==> src/rtl/hazard_pkg.sv <==
// ============================================================================
//  Module      : hazard_pkg
//  Description : Shared types and constants for the hazard controller and the
//                MIPS decoder (cause encoding, zero register, opcodes/functs).
//  Revision    : 1.0 - initial release
// ============================================================================
`default_nettype none

package hazard_pkg;

    typedef enum logic [1:0] {
        HZ_NONE     = 2'd0,
        HZ_MEMWAIT  = 2'd1,
        HZ_REDIRECT = 2'd2,
        HZ_LOADUSE  = 2'd3
    } hazard_cause_e;

    localparam logic [4:0] REG_ZERO = 5'd0;

    localparam logic [5:0] OP_RTYPE = 6'h00;
    localparam logic [5:0] OP_J     = 6'h02;
    localparam logic [5:0] OP_JAL   = 6'h03;
    localparam logic [5:0] OP_BEQ   = 6'h04;
    localparam logic [5:0] OP_BNE   = 6'h05;
    localparam logic [5:0] OP_ADDI  = 6'h08;
    localparam logic [5:0] OP_LW    = 6'h23;
    localparam logic [5:0] OP_SW    = 6'h2B;

    localparam logic [5:0] FN_JR    = 6'h08;
    localparam logic [5:0] FN_ADD   = 6'h20;
    localparam logic [5:0] FN_SUB   = 6'h22;
    localparam logic [5:0] FN_AND   = 6'h24;
    localparam logic [5:0] FN_OR    = 6'h25;
    localparam logic [5:0] FN_SLT   = 6'h2A;

endpackage

`default_nettype wire

==> src/rtl/hazard_perf_cnt.sv <==
// ============================================================================
//  Module      : hazard_perf_cnt
//  Description : Saturating event counter, cleared by synchronous reset.
//  Revision    : 1.0 - initial release
// ============================================================================
`default_nettype none

module hazard_perf_cnt #(
    parameter int CNT_W = 32
) (
    input  logic             clk,
    input  logic             rst,
    input  logic             i_inc,
    output logic [CNT_W-1:0] o_count
);

    logic [CNT_W-1:0] count_d;
    logic [CNT_W-1:0] count_q;

    always_comb begin
        count_d = count_q;
        if (i_inc && (count_q != {CNT_W{1'b1}})) begin
            count_d = count_q + 1'b1;
        end
    end

    always_ff @(posedge clk) begin
        if (rst) begin
            count_q <= '0;
        end else begin
            count_q <= count_d;
        end
    end

    assign o_count = count_q;

endmodule

`default_nettype wire

==> src/rtl/hazard_ctrl.sv <==
// ============================================================================
//  Module      : hazard_ctrl
//  Description : Prioritised stall/flush control for the five-stage MIPS
//                pipeline with configurable load-use latency. Performance
//                counters are built only when HAZARD_PERF_CNT_EN is defined.
//  Revision    : 1.0 - initial release
// ============================================================================
`default_nettype none

module hazard_ctrl
    import hazard_pkg::*;
#(
    parameter int REG_ADDR_W = 5,
    parameter int LOAD_LAT   = 1,
    parameter int CNT_W      = 32
) (
    input  logic                  clk,
    input  logic                  reset,
    input  logic [REG_ADDR_W-1:0] id_rs,
    input  logic [REG_ADDR_W-1:0] id_rt,
    input  logic                  id_uses_rs,
    input  logic                  id_uses_rt,
    input  logic [REG_ADDR_W-1:0] ex_dst,
    input  logic                  ex_mem_to_reg,
    input  logic                  ex_redirect,
    input  logic                  mem_wait,
    output logic                  stall_f,
    output logic                  stall_d,
    output logic                  stall_e,
    output logic                  stall_m,
    output logic                  flush_d,
    output logic                  flush_e,
    output logic [1:0]            hazard_cause,
    output logic [CNT_W-1:0]      perf_stall_cycles,
    output logic [CNT_W-1:0]      perf_flush_events
);

    localparam int LU_W = (LOAD_LAT < 1) ? 1 : $clog2(LOAD_LAT + 1);
    localparam logic [LU_W-1:0] LU_RELOAD = LU_W'(LOAD_LAT - 1);

    logic [LU_W-1:0] cnt_d;
    logic [LU_W-1:0] cnt_q;
    logic            w_detect;
    logic            w_lu_stall;
    hazard_cause_e   w_cause;

    assign w_detect = ex_mem_to_reg
                    && (ex_dst != REG_ADDR_W'(REG_ZERO))
                    && ((id_uses_rs && (id_rs == ex_dst))
                     || (id_uses_rt && (id_rt == ex_dst)));

    assign w_lu_stall = w_detect || (cnt_q != '0);

    always_comb begin
        stall_f = 1'b0;
        stall_d = 1'b0;
        stall_e = 1'b0;
        stall_m = 1'b0;
        flush_d = 1'b0;
        flush_e = 1'b0;
        w_cause = HZ_NONE;
        cnt_d   = cnt_q;
        if (reset) begin
            cnt_d = '0;
        end else if (mem_wait) begin
            // Freeze everything; the pending load-use count is preserved.
            stall_f = 1'b1;
            stall_d = 1'b1;
            stall_e = 1'b1;
            stall_m = 1'b1;
            w_cause = HZ_MEMWAIT;
        end else if (ex_redirect) begin
            // The ID instruction is wrong-path, so any pending stall is dropped.
            flush_d = 1'b1;
            flush_e = 1'b1;
            w_cause = HZ_REDIRECT;
            cnt_d   = '0;
        end else if (w_lu_stall) begin
            stall_f = 1'b1;
            stall_d = 1'b1;
            flush_e = 1'b1;
            w_cause = HZ_LOADUSE;
            if (w_detect && (cnt_q == '0)) begin
                cnt_d = LU_RELOAD;
            end else if (cnt_q != '0) begin
                cnt_d = cnt_q - 1'b1;
            end
        end
    end

    always_ff @(posedge clk) begin
        if (reset) begin
            cnt_q <= '0;
        end else begin
            cnt_q <= cnt_d;
        end
    end

    assign hazard_cause = w_cause;

`ifdef HAZARD_PERF_CNT_EN
    logic w_any_stall;
    assign w_any_stall = stall_f | stall_d | stall_e | stall_m;

    hazard_perf_cnt #(.CNT_W(CNT_W)) u_stall_cnt (
        .clk     (clk),
        .rst     (reset),
        .i_inc   (w_any_stall),
        .o_count (perf_stall_cycles)
    );

    hazard_perf_cnt #(.CNT_W(CNT_W)) u_flush_cnt (
        .clk     (clk),
        .rst     (reset),
        .i_inc   (flush_d),
        .o_count (perf_flush_events)
    );
`else
    assign perf_stall_cycles = '0;
    assign perf_flush_events = '0;
`endif

endmodule

`default_nettype wire

==> config.mk <==
export PLATFORM = sky130hd
export DESIGN_NAME = hazard_ctrl
export DESIGN_NICKNAME = d
export VERILOG_FILES = /design/src/rtl/hazard_pkg.sv /design/src/rtl/hazard_perf_cnt.sv /design/src/rtl/hazard_ctrl.sv
export SDC_FILE = /design/constraint.sdc
export NUM_CORES = 1
export LEC_CHECK = 0
export ABC_AREA = 1
export BUFFER_PORTS_ARGS = -buffer_cell sky130_fd_sc_hd__buf_2
export CORE_MARGIN = 2
export CORE_UTILIZATION = 37
export DETAILED_ROUTE_END_ITERATION = 16
export PLACE_DENSITY = 0.89
export SETUP_SLACK_MARGIN = 0.1
export SYNTH_ARGS = -nofsm -noshare
export SYNTH_HDL_FRONTEND = slang
export SYNTH_HIERARCHICAL = 1
export SYNTH_SLANG_ARGS = --single-unit
==> constraint.sdc <==
create_clock -name clk -period 2.05 [get_ports clk]
set_input_delay 0.205 -clock clk [delete_from_list [all_inputs] [get_ports clk]]
set_output_delay 0.205 -clock clk [all_outputs]
set_load 0.03 [all_outputs]
==> results_dict.tcl <==
set metrics [dict create \
    worstPathMaxFanout 3 \
    drcViolationCount 0 \
    grt_max_degree 5 \
    syn_to_final_growth_pct -12.2 \
    synth_adder_area_share_pct 0 \
    place_ws_ps 742 \
    fmax_mhz 753 \
    ios 94 \
    seq_area_frac_synth_pct 0 \
    synth_simple_gate_area_share_pct 24.5 \
    overflow 0 \
    antenna_left 0 \
    leakage_nw 0.551 \
    endpoint_kind "output port" \
    synthCells 136 \
    clock_buffer_count 0 \
    min_to "stall_m" \
    met1_usage_pct 8.79 \
    synth_top_family_by_area "buffers and inverters" \
    hp-class "in -> out" \
    regArea_sq_um 0 \
    design_area_sq_um 682 \
    irDropWorstVdd_uv 138 \
    first_iter_violations 5 \
    coreArea_sq_mm 0.00196 \
    synth.distinct_cells 10 \
    synth_xor_area_share_pct 0 \
    grt_usage_pct 7.95 \
    via_per_inst 3.17 \
    min_from "reset" \
    critPathKind "in -> out" \
    use_met3_pct 0 \
    syn_area_sq_um 777 \
    rows 16 \
    top_usage_layer "met2" \
    yosysWarningCount 6 \
    crit_path_start "ex_dst[1]" \
    start_util_pct 39.6 \
    grt_pass1_vias 421 \
    fin_util_pct 34.8 \
    synth.most_common_cell "buf_4" \
    whs_path_depth 3 \
    cts_resized 0 \
    globalplace.congestion 0.694 \
    finalHoldViolCount 0 \
    nFillCells 245 \
    avgSynthCellArea_sq_um 5.71 \
    drt-pass1-iter-count 4 \
    nets 184 \
    rsz0062_at_grt "false" \
    power_density_mw_per_mm2 353 \
    wirelength_um 1170 \
    setup_ws_ps 722 \
    yosys.area.top_type_share_pct 65.7 \
    final_max_slew_viol_count 0 \
    postCtsSetupBuffers 0 \
    drive_gt1_share_pct 20.0 \
    multiInputGateArea_sq_um 435 \
    cts_hold_buffers 0 \
    antenna_found_initial 0 \
    synth_mux_area_share_pct 0 \
    setup_tns_ps 0 \
    maxCapViolCount 0 \
    seq_cells 0 \
    synth-compound-area-share_pct 0.644 \
    status "completed" \
    finalCriticalPeriod_ps 1330 \
    synth_top_area_cell "buf_4" \
    grt_pass1_wl_um 1660 \
    route.vias.total 593 \
    avgRoutedWirePerCell_um 6.27 \
    place_area_sq_um 682 \
    period_share_pct 64.8 \
    dieArea_sq_mm 0.00248 \
    synth_area_leaders "buf_4 66%, nand2_1 15%, inv_1 7.7%" \
    dpl.hpwl_um 1120 \
    die_w_um 49.8 \
    die_h_um 49.8 \
    synth_common_cells "68 x buf_4, 31 x nand2_1, 16 x inv_1, 11 x nor2_1, 4 x nand3_1" \
    num_antenna_cells 0 \
    cp-start-kind "primary input" \
    setup_viol 0 \
    portBuffers 29 \
    grt.met2_usage_pct 17.3 \
    crit_arrival_ps 1120 \
    worstPathRequired_ps 1850 \
]
[power by group]
part	internal, mW	leakage, nW	switching (mW)
registers	0	0	0
logic	0.0336	0.551	0.207
clock network	0	0	0
[placed cells by master, fill, tap and decap left out]
cell type	instances
conb_1	64
nand2_1	31
buf_2	29
inv_1	16
nor2_1	11
nand3_1	4
inv_2	2
nand2_2	1
nand4_1	1
o21ai_0	1
[how the worst max path moves through the flow]
stage                      end  slack [ps]  depth (start not counted)
6_report       hazard_cause[0]         720                         10
5_1_grt        hazard_cause[0]         550                         10
4_1_cts                stall_d         740                         10
3_5_place_dp           stall_d         740                         10
3_3_place_gp   hazard_cause[0]         770                         10
2_1_floorplan  hazard_cause[0]         570                          5
[cell families (layout without fill, tap and decap cells)]
| logic type | after synthesis | in the layout |
|---|---|---|
| AO/OA/AOI/OAI | 1 | 1 |
| buffers and inverters | 86 | 47 |
| other | 1 | 64 |
| AND/OR/NAND/NOR | 48 | 48 |
[per-layer routing]
| layer | up-vias | share of wire [%] |
|---|---|---|
| met5 | - | 0 |
| met4 | 0 | 0 |
| met3 | 0 | 12 |
| met2 | 41 | 57 |
| met1 | 240 | 32 |
| li1 | 312 | - |
[cell type report]
cell class / instances / area share, %
multi-input cells: 113 / 63.9
inverters: 18 / 9.91
well taps: 27 / 4.95
repair buffers: 29 / 21.3
[metrics by stage]
stage / total power, mW / std cells / hold slack (ps)
final: 0.241 / 187 / 738
after global routing: 0.258 / 187 / 769
after CTS: 0.239 / 187 / 743
after detailed placement: 0.239 / 187 / 743
after global placement: 0.237 / 187 / 742
after floorplan: 0.302 / 199 / 536
[worst max-delay path, stage by stage]
cell,delay [ps]
buf_2,110
inv_2,50
nand2_1,50
nand2_1,40
nor2_1,120
nand3_1,90
nand2_1,90
nand3_1,80
nand2_1,90
buf_2,200
(Power assumes the default switching activity.)
